`src/rtl/fetch_ctrl.sv`:
```
// Instruction-fetch sequencer: owns the PC, fetches from variable-latency imem, holds instr for decode.
// Latency: 2 + L (memory wait) + S (decode stall) cycles per instruction.
// Backpressure: instr is held in HOLD until instr_ready; no new request is issued meanwhile.
module fetch_ctrl #(
    parameter int unsigned      WIDTH    = 32,
    parameter logic [WIDTH-1:0] RESET_PC = '0
) (
    input  logic             clk,
    input  logic             rst,
    output logic             imem_req,
    output logic [WIDTH-1:0] imem_addr,
    input  logic             imem_valid,
    input  logic [WIDTH-1:0] imem_data,
    output logic [WIDTH-1:0] instr,
    output logic             instr_valid,
    input  logic             instr_ready,
    input  logic             PCsrc,
    input  logic [WIDTH-1:0] ImmOp,
    input  logic             halt,
    output logic [WIDTH-1:0] pc,
    output logic [WIDTH-1:0] retired,
    output logic             fault,
    output logic             halted
);

    typedef enum logic [1:0] {
        ST_FETCH = 2'd0,
        ST_HOLD  = 2'd1,
        ST_HALT  = 2'd2
    } state_t;

    state_t           state_q, state_d;
    logic [WIDTH-1:0] pc_q, pc_d;
    logic [WIDTH-1:0] instr_q, instr_d;
    logic [WIDTH-1:0] retired_q, retired_d;
    logic             fault_q, fault_d;
    logic [WIDTH-1:0] next_pc;

    // Carry out of the add is discarded, so the PC wraps naturally.
    assign next_pc = PCsrc ? (pc_q + ImmOp) : (pc_q + WIDTH'(4));

    always_comb begin
        state_d     = state_q;
        pc_d        = pc_q;
        instr_d     = instr_q;
        retired_d   = retired_q;
        fault_d     = fault_q;
        imem_req    = 1'b0;
        instr_valid = 1'b0;
        halted      = 1'b0;
        case (state_q)
            ST_FETCH: begin
                imem_req = 1'b1;
                if (imem_valid) begin
                    instr_d = imem_data;
                    state_d = ST_HOLD;
                end
            end
            ST_HOLD: begin
                instr_valid = 1'b1;
                if (instr_ready) begin
                    retired_d = retired_q + WIDTH'(1);
                    // A misaligned target leaves pc on the offending branch for debug.
                    if (next_pc[1:0] != 2'b00) begin
                        fault_d = 1'b1;
                        state_d = ST_HALT;
                    end else if (halt) begin
                        pc_d    = next_pc;
                        state_d = ST_HALT;
                    end else begin
                        pc_d    = next_pc;
                        state_d = ST_FETCH;
                    end
                end
            end
            ST_HALT: begin
                halted = 1'b1;
            end
            default: begin
                state_d = ST_FETCH;
            end
        endcase
    end

    always_ff @(posedge clk) begin
        if (rst) begin
            state_q   <= ST_FETCH;
            pc_q      <= RESET_PC;
            instr_q   <= '0;
            retired_q <= '0;
            fault_q   <= 1'b0;
        end else begin
            state_q   <= state_d;
            pc_q      <= pc_d;
            instr_q   <= instr_d;
            retired_q <= retired_d;
            fault_q   <= fault_d;
        end
    end

    assign imem_addr = pc_q;
    assign pc        = pc_q;
    assign instr     = instr_q;
    assign retired   = retired_q;
    assign fault     = fault_q;

endmodule
```
`config.mk`:
```
export PLATFORM = sky130hd
export DESIGN_NAME = fetch_ctrl
export DESIGN_NICKNAME = d
export VERILOG_FILES = /design/src/rtl/fetch_ctrl.sv
export SDC_FILE = /design/constraint.sdc
export NUM_CORES = 1
export LEC_CHECK = 0
export ABC_CLOCK_PERIOD_IN_PS = 4270
export CAP_MARGIN = 30
export CORE_MARGIN = 4
export CORE_UTILIZATION = 41
export DETAILED_ROUTE_END_ITERATION = 12
export DONT_BUFFER_PORTS = 1
export HOLD_SLACK_MARGIN = 0.05
export MAX_ROUTING_LAYER = met4
export SYNTH_ARGS = -nofsm -noshare
export SYNTH_HDL_FRONTEND = slang
export SYNTH_SLANG_ARGS = --single-unit
```
`constraint.sdc`:
```
create_clock -name clk -period 4.27 [get_ports clk]
set_clock_uncertainty 0.1 [all_clocks]
set_input_delay 1.0675 -clock clk [delete_from_list [all_inputs] [get_ports clk]]
set_output_delay 1.0675 -clock clk [all_outputs]
set_load 0.1 [all_outputs]
```
==> results.cfg, run 1 <==
[run_status]
status = finished clean

[power]
leakage_nw = 2.863
powerDensity_mw_per_mm2 = 313.9
peakVddDrop_mv = 0.2109
p_sw_w = 0.0008083
p_clk_frac = 0.359
power.total_w = 0.002271
internal_power_w = 0.001462
seqPwrFrac = 0.496
comb_power_share = 0.146
switching_share = 0.3560

[sta]
fin_crit_sh = 0.8083
hold_viol = 0
drv_slew = 0
fin_tns_setup_ns = 0
fin_crit_ns = 3.452
relSlewSlack = 0.3001
fmax_ghz = 0.2897
rsz0062_at_grt = no
setup_viol = 0
tightest_slew_ns = 1.050

[clocking]
post_cts_buffers = 0
clock_path_buffers = 2
clk_pin_slew_ns = 0.08
htree_levels = 3
cts_resized = 0
clock-sinks = 99
cts-root-buf = clkbuf_16
clk_latency_ns = 0.35
cts_tree = done
postCtsHoldBufs = 0
cts_buffers = 9

[setup_path]
crit_buf_inv = 0
cp_slowest_cell = fa_1
crit_required_ns = 4.42
crit_type = in2reg
cp_max_fo = 6
end_kind = flop
critical-path-top-delay-family = compound AO/OA/AOI/OAI gates
start_kind = primary input
worstPathCellList = ha_1, fa_1, a21o_1, a221oi_2, a2bb2oi_2, o2111ai_2, a31oi_4, o21ai_2, a31o_1, o221a_1
max_stage_delay_ns = 0.41
arrival_ns = 3.60

[grt]
overflow = 0
track_usage = 0.1985
grt_pass1_vias = 5397
grt_max_degree = 99
grt_pass1_wl_mm = 28.19
antenna_found_initial = 0

[logic_synthesis]
synth.avg_cell_area_um2 = 7.649
synth-seq-cells = 99
synthesis.area_mm2 = 0.006410
ys_seq_area_frac = 0.3092
yosysUniqueCellTypes = 70
synth_edf_count = 0
synthCells = 838
syn_nets = 942
async_flop_share = 0
ys.flop_type = dfxtp_1
yosys_warnings = 0

[finish]
fillers = 1566
antennaDiodeCount = 0
final_common_cell = nand2_1
nets = 952
final_cell_mix = nand2_1 (120), a21oi_1 (107), nor2_1 (77)
final_util = 0.4740
drive_gt1_frac = 0.1571
synthToLayoutAreaGrowth_pct = 12.84

[detailed_routing]
wl_per_cell_um = 16.79
drt_wl_total_mm = 17.87
drt_iter0_drc = 353
final_antenna_net_count = 0
drt_pass1_iterations = 5
viasPerCell = 5.602
drcViolationCount = 0
num_vias = 5961

[die]
core_mm2 = 0.01526
start_util = 0.4201
rows = 45
die_h_um = 133.0
ios = 202
die_x_um = 133.0
dieArea_mm2 = 0.01770

[place]
hpwl_mm = 13.23
place_congestion = 0.8892
portBuffers = 0

[run]
drv_cap = 0

[hold_path]
hold_class = reg2reg
## routing by layer
metal / vias up / GRT usage / wire length (µm) / part of all wire
met5: - / - / 0 / 0
met4: 0 / 0.05139 / 301 / 0.017
met3: 17 / 0.05627 / 1319 / 0.074
met2: 194 / 0.2997 / 8183 / 0.46
met1: 2749 / 0.2616 / 8062 / 0.45
li1: 3001 / - / - / -
## tightest hold or removal path: cells and delay by family (launching register included)
family	cells	cell delay (ns)
AO/OA/AOI/OAI	1	0.05
flip-flops	1	0.36
AND/OR/NAND/NOR	1	0.08
## registers in the layout, indices dropped and copies added (netlist names)
register   count
fault          1
instr         32
retired       32
imem_addr     32
state_q        2
## worst paths after layout
path / start / endpoint / slack [ns] / cells past startpoint
setup / recovery: ImmOp[0] / imem_addr[28] / 0.82 / 10
hold / removal: retired[23] / retired[23] / 0.43 / 2
setup reg to reg: imem_addr[14] / imem_addr[29] / 1.15 / 7
hold reg to reg: retired[23] / retired[23] / 0.43 / 2
## kinds of logic after synthesis
group,after synthesis,synth area share
buf+inv,80,0.06734
xor+xnor,47,0.06422
compound gates,243,0.2385
fa+ha+maj,34,0.06754
flops,99,0.3092
mux,5,0.008003
simple gates,330,0.2452
## cells in the mapped netlist, drive strengths merged (3+ instances only)
library cell  number  share of area
mux2i              4         0.0062
nor3              17          0.013
a211oi            10          0.012
dfxtp             99           0.31
and2               7         0.0068
a221oi             4         0.0064
nand2b             8         0.0078
nand4             11          0.011
and4               5         0.0068
o21ai             47          0.037
o211ai             5         0.0059
inv                9         0.0053
ha                33          0.064
xnor2             26          0.036
a21oi            107          0.084
o21bai             9          0.011
o31ai              4         0.0047
xor2              21          0.029
and3              19          0.019
a31oi              7         0.0092
o22ai              3         0.0029
nand2            120          0.070
a21o              14          0.016
nand3             25          0.020
nor4              11          0.014
a41oi              4         0.0055
clkbuf            35          0.022
nor3b              4         0.0047
o21a               5         0.0059
buf               36          0.040
nor2              79          0.046
or3                8         0.0078
a22oi              4         0.0047
nor2b              5         0.0049
a31o               4         0.0055
or2                4         0.0039
a2111oi            3         0.0072
## power by group through the flow
stage | Sequential, W | Combinational, W | Clock [W]
final | 0.00113 | 0.000330 | 0.000815
after global routing | 0.00113 | 0.000361 | 0.000870
after CTS | 0.00113 | 0.000331 | 0.000844
after detailed placement | 0.00115 | 0.000330 | 0
after global placement | 0.00115 | 0.000322 | 0
after floorplan | 0.00118 | 0.000254 | 0
## metrics by stage
stage / area, µm² / hold WS (ns) / setup slack (ns) / cells
2_1_floorplan: 6410 / 0.5672 / 0.7252 / 838
3_3_place_gp: 6766 / 0.4346 / 0.5285 / 1037
3_5_place_dp: 6869 / 0.4370 / 0.4575 / 1042
4_1_cts: 7163 / 0.4524 / 0.8337 / 1058
5_1_grt: 7233 / 0.4473 / 0.6527 / 1064
6_report: 7233 / 0.4258 / 0.8185 / 1064
## final cells by class
cell class | count | area, µm² | share of cell area
Inverter | 9 | 33.78 | 0.004670
Clock buffer | 9 | 225.2 | 0.03114
Timing Repair Buffer | 70 | 615.6 | 0.08511
Tap cell | 211 | 264.0 | 0.03650
Multi-Input combinational cell | 659 | 4004 | 0.5535
Sequential cell | 99 | 2022 | 0.2795
Clock inverter | 7 | 68.82 | 0.009514
Note: power is estimated with default switching activity, not from simulation.
==> inputs of run 2 (changes only) <==
Settings changed: ABC_CLOCK_PERIOD_IN_PS 4270 to 3300.
Clock period 4.27 ns to 3.3 ns, I/O delays scaled along.
==> run 2 against run 1 <==
Against the previous run:
- highest routed layer unchanged
- critical path type unchanged
- largest cell class unchanged
- cell count rose by 2.1%
- first-iteration DRC count rose by 30%
- clock power up 40%
- power up 33%
- design area increased by 2.1%
- routed wire length up 2.1%
- die area did not move
==> results.cfg, run 2 (synthesis gave the netlist of run 1 again) <==
[detailed_routing]
top_layer = met4
drt_iter0_drc = 460
wl_met1_mm = 8.290
routed-wl-met2_mm = 8.295
viasPerCell = 5.619
wl_per_cell_um = 16.80
num_vias = 6102
final_antenna_net_count = 0
drt_wl_total_mm = 18.25
wl_met3_mm = 1.303
drt_pass1_iterations = 8
drcViolationCount = 0

[power]
powerDensity_mw_per_mm2 = 410.0
switching_share = 0.3489
seqPwrFrac = 0.480
peakVddDrop_mv = 0.2290
p_sw_w = 0.001056
internal_power_w = 0.001971
p_clk_frac = 0.376
comb_power_share = 0.144
leakage_nw = 2.970

[setup_path]
cp.depth = 10
endpoint = imem_addr[27]
end_kind = flop
r2r_setup_slack_ns = 0.37
cp_max_fo = 3
cp_slowest_cell = a2111oi_0
max_stage_delay_ns = 0.50
arrival_ns = 3.14
critical-path-top-delay-family = compound AO/OA/AOI/OAI gates
reg2reg_to = imem_addr[27]
worstPathCellList = ha_1, buf_4, a211oi_1, o211a_1, o21a_1, nand3_1, nand4_1, mux2i_1, a21oi_1, a2111oi_0
reg2reg_from = imem_addr[0]
startpoint = ImmOp[0]
start_kind = primary input
crit_required_ns = 3.39
ff2ff_path_depth = 10
crit_type = in2reg
crit_buf_inv = 1

[clocking]
htree_levels = 3
cts_buffers = 9
cts_tree = done
postCtsHoldBufs = 0
clock-sinks = 99
post_cts_buffers = 0
clock_path_buffers = 2
clk_pin_slew_ns = 0.08
clk_latency_ns = 0.36
cts_resized = 0
cts-root-buf = clkbuf_16

[finish]
antennaDiodeCount = 0
final_util = 0.4840
synthToLayoutAreaGrowth_pct = 15.21
fillers = 1521
final_common_cell = nand2_1
final_cell_mix = nand2_1 (120), a21oi_1 (107), buf_4 (85)
drive_gt1_frac = 0.1794
nets = 974

[run_status]
status = finished clean

[sta]
rsz0062_at_grt = no
fin_crit_sh = 0.9234
setup_viol = 0
fin_crit_ns = 3.047
drv_slew = 0
fmax_ghz = 0.3282
tightest_slew_ns = 1.026
hold_ws_ns = 0.4128
relSlewSlack = 0.3152
hold_viol = 0

[die]
start_util = 0.4201
dieArea_mm2 = 0.01770
die_h_um = 133.0
rows = 45
die_x_um = 133.0
ios = 202
core_mm2 = 0.01526

[place]
hpwl_mm = 13.64
portBuffers = 0
place_congestion = 0.9154

[run]
drv_cap = 0

[grt]
grt_pass1_vias = 5511
grt_max_degree = 99
antenna_found_initial = 0
track_usage = 0.2003
overflow = 0
grt_pass1_wl_mm = 28.47

[hold_path]
hold_class = reg2reg
run 2: cell count changes in the layout (fill, tap and decap cells not counted):
cell       change
inv_8          -1
buf_4         +26
clkbuf_1       -1
bufinv_16      +1
buf_12         +2
buf_16         -3
clkinv_2       -1
inv_6          +1
buf_2          -1
buf_8          -1
run 2: per-layer routing:
metal | vias up | global-route usage
met5 | - | -
met4 | 0 | 0.05774
met3 | 25 | 0.05779
met2 | 208 | 0.3011
met1 | 2838 | 0.2621
li1 | 3031 | -
run 2: final cells by class:
class                   count  area, µm²  area share
inverters                   9      33.78    0.004575
clock buffers               9      225.2     0.03050
well taps                 211      264.0     0.03575
repair buffers             92      744.5      0.1008
multi-input cells         659       4004      0.5422
clock inverters             7      91.34     0.01237
flip-flops and latches     99       2022      0.2738
run 2: metrics by stage:
step | instance area (µm²) | setup TNS [ns] | setup WS [ns] | power (W) | instances
floorplan | 6414 | 0 | 0.01355 | 0.001860 | 838
global route | 7385 | 0 | 0.1311 | 0.003149 | 1086
global placement | 6982 | -0.03061 | -0.03061 | 0.001914 | 1064
detailed placement | 6982 | -0.03365 | -0.03350 | 0.001917 | 1064
finish | 7385 | 0 | 0.2529 | 0.003028 | 1086
CTS | 7298 | 0 | 0.3336 | 0.003058 | 1080
run 2: worst min path at each step:
stage,slack [ns],startpoint,cells past startpoint,to
5_1_grt,0.42,rst,1,retired[20]
6_report,0.41,retired[21],2,retired[21]
3_3_place_gp,0.40,retired[21],2,retired[21]
3_5_place_dp,0.40,retired[21],2,retired[21]
4_1_cts,0.42,retired[21],2,retired[21]
2_1_floorplan,0.57,state_q[0],4,retired[4]
run 2: tightest hold or removal path, cell delays in order (launching register included):
cell     delay, ns
dfxtp_1       0.34
o21ai_0       0.08
a21oi_1       0.06
run 2: power by group through the flow:
stage	registers (W)	clock network [W]	logic, W
6_report	0.00145	0.00114	0.000437
5_1_grt	0.00146	0.00122	0.000473
4_1_cts	0.00146	0.00117	0.000435
3_5_place_dp	0.00148	0	0.000433
3_3_place_gp	0.00148	0	0.000432
2_1_floorplan	0.00153	0	0.000328
==> inputs of run 3 (changes only) <==
Settings changed: CAP_MARGIN 30 to unset, PLACE_DENSITY set to 0.66.
==> run 3 against run 2 <==
Against the previous run:
- first-iteration DRC count is 17% lower
- sequential power hardly changed
- sequential cell count stayed put
- hold slack worse by 0.032 ns
- sequential share of layout area is 0.24 points higher
- critical path depth stayed put
- non-clock buffer count stayed put
- count of clock-buffer cells in the layout stayed put
- die area stayed put
- critical path type unchanged
- largest cell class unchanged
- highest routed layer unchanged
==> results.cfg, run 3 (synthesis gave the netlist of run 1 again) <==
[setup_path]
r2r_setup_slack_ns = 0.54
crit_required_ns = 3.43
reg2reg_to = imem_addr[27]
cp_max_fo = 4
reg2reg_from = imem_addr[0]
crit_type = in2reg
start_kind = primary input
arrival_ns = 3.01
end_kind = flop
ff2ff_path_depth = 10

[clocking]
cts_tree = done
clock_path_buffers = 2
clk_pin_slew_ns = 0.08
post_cts_buffers = 0
cts_buffers = 9
cts_resized = 0
postCtsHoldBufs = 0
cts-root-buf = clkbuf_16
htree_levels = 3
clk_latency_ns = 0.36
clock-sinks = 99

[die]
start_util = 0.4201
ios = 202
dieArea_mm2 = 0.01770
die_h_um = 133.0
rows = 45
core_mm2 = 0.01526
die_x_um = 133.0

[sta]
setup_viol = 0
fin_crit_sh = 0.8717
fin_crit_ns = 2.877
rsz0062_at_grt = no
fin_tns_setup_ns = 0
tightest_slew_ns = 1.050
drv_slew = 0
relSlewSlack = 0.2990
hold_viol = 0
fmax_ghz = 0.3476

[finish]
drive_gt1_frac = 0.1829
antennaDiodeCount = 0
synthToLayoutAreaGrowth_pct = 14.19
final_cell_mix = nand2_1 (120), a21oi_1 (107), buf_4 (92)
stdcell_count = 1086
fillers = 1513
nets = 974
final_common_cell = nand2_1

[place]
place_congestion = 0.8947
hpwl_mm = 13.80
portBuffers = 0
place.detailed.instances = 1070

[detailed_routing]
drcViolationCount = 0
drt_iter0_drc = 383
drt_wl_total_mm = 18.54
viasPerCell = 5.577
final_antenna_net_count = 0
num_vias = 6057
wl_per_cell_um = 17.07
drt_pass1_iterations = 7

[power]
seqPwrFrac = 0.486
peakVddDrop_mv = 0.2518
p_clk_frac = 0.368
internal_power_w = 0.001904
powerDensity_mw_per_mm2 = 408.3
p_sw_w = 0.001085
leakage_nw = 2.958
switching_share = 0.3629
comb_power_share = 0.146

[run_status]
status = finished clean

[grt]
overflow = 0
grt_pass1_wl_mm = 29.12
grt_pass1_vias = 5504
track_usage = 0.2074
antenna_found_initial = 0
grt_max_degree = 99

[hold_path]
whs_endpoint = retired[1]
min_from = retired[1]
worstHoldPathCells = 2
hold_class = reg2reg

[run]
drv_cap = 0
-- run 3: changes by cell type in the layout (fill, tap and decap cells not counted), sizes merged --
cell    delta
clkbuf     -3
bufinv     -1
inv        -1
buf        +3
clkinv     +2
-- run 3: routing by layer --
metal  global-route usage  share of wire
met3              0.06844          0.088
met4              0.07217          0.025
met1               0.2625           0.44
met5                    -              0
met2               0.3101           0.45
-- run 3: per-stage QoR --
stage,hold WS [ns],instance area (µm²),setup WS (ns),utilization,power (W)
after floorplan,0.5672,6414,0.01355,-,0.001860
after global placement,0.3564,7014,0.06899,0.4597,0.001913
after detailed placement,0.3686,7014,0.03654,0.4597,0.001916
after CTS,0.3796,7320,0.4266,0.4797,0.003027
after global routing,0.4119,7320,0.1928,0.4797,0.003105
final,0.3806,7320,0.4232,0.4797,0.002989
-- run 3: cell type report --
cell class	instances	area, µm²	share of cell area
Inverter	9	33.78	0.004615
Multi-Input combinational cell	659	4004	0.5470
Clock buffer	9	225.2	0.03077
Tap cell	211	264.0	0.03607
Sequential cell	99	2022	0.2762
Clock inverter	7	80.08	0.01094
Timing Repair Buffer	92	690.7	0.09436
-- run 3: power groups by stage --
stage / Clock (W) / Combinational [W] / Sequential, W
floorplan: 0 / 0.000328 / 0.00153
global placement: 0 / 0.000432 / 0.00148
detailed placement: 0 / 0.000434 / 0.00148
CTS: 0.00114 / 0.000437 / 0.00145
global route: 0.00117 / 0.000474 / 0.00146
finish: 0.00110 / 0.000437 / 0.00145
-- run 3: critical path, cell delays in order --
cell and delay, ns:
ha_1 0.19, buf_4 0.15, a211oi_1 0.31, o211a_1 0.25, o21a_1 0.22, nand3_1 0.20
nand4_1 0.18, mux2i_1 0.20, a21oi_1 0.09, a2111oi_0 0.40
-- run 3: how the worst max path moves through the flow --
stage / end / start / slack (ns) / depth (start not counted)
floorplan: imem_addr[28] / ImmOp[0] / 0.01 / 10
global placement: imem_addr[28] / ImmOp[0] / 0.07 / 10
detailed placement: imem_addr[28] / ImmOp[0] / 0.04 / 10
CTS: imem_addr[28] / ImmOp[0] / 0.43 / 10
global route: imem_addr[27] / ImmOp[0] / 0.19 / 10
finish: imem_addr[27] / ImmOp[0] / 0.42 / 10
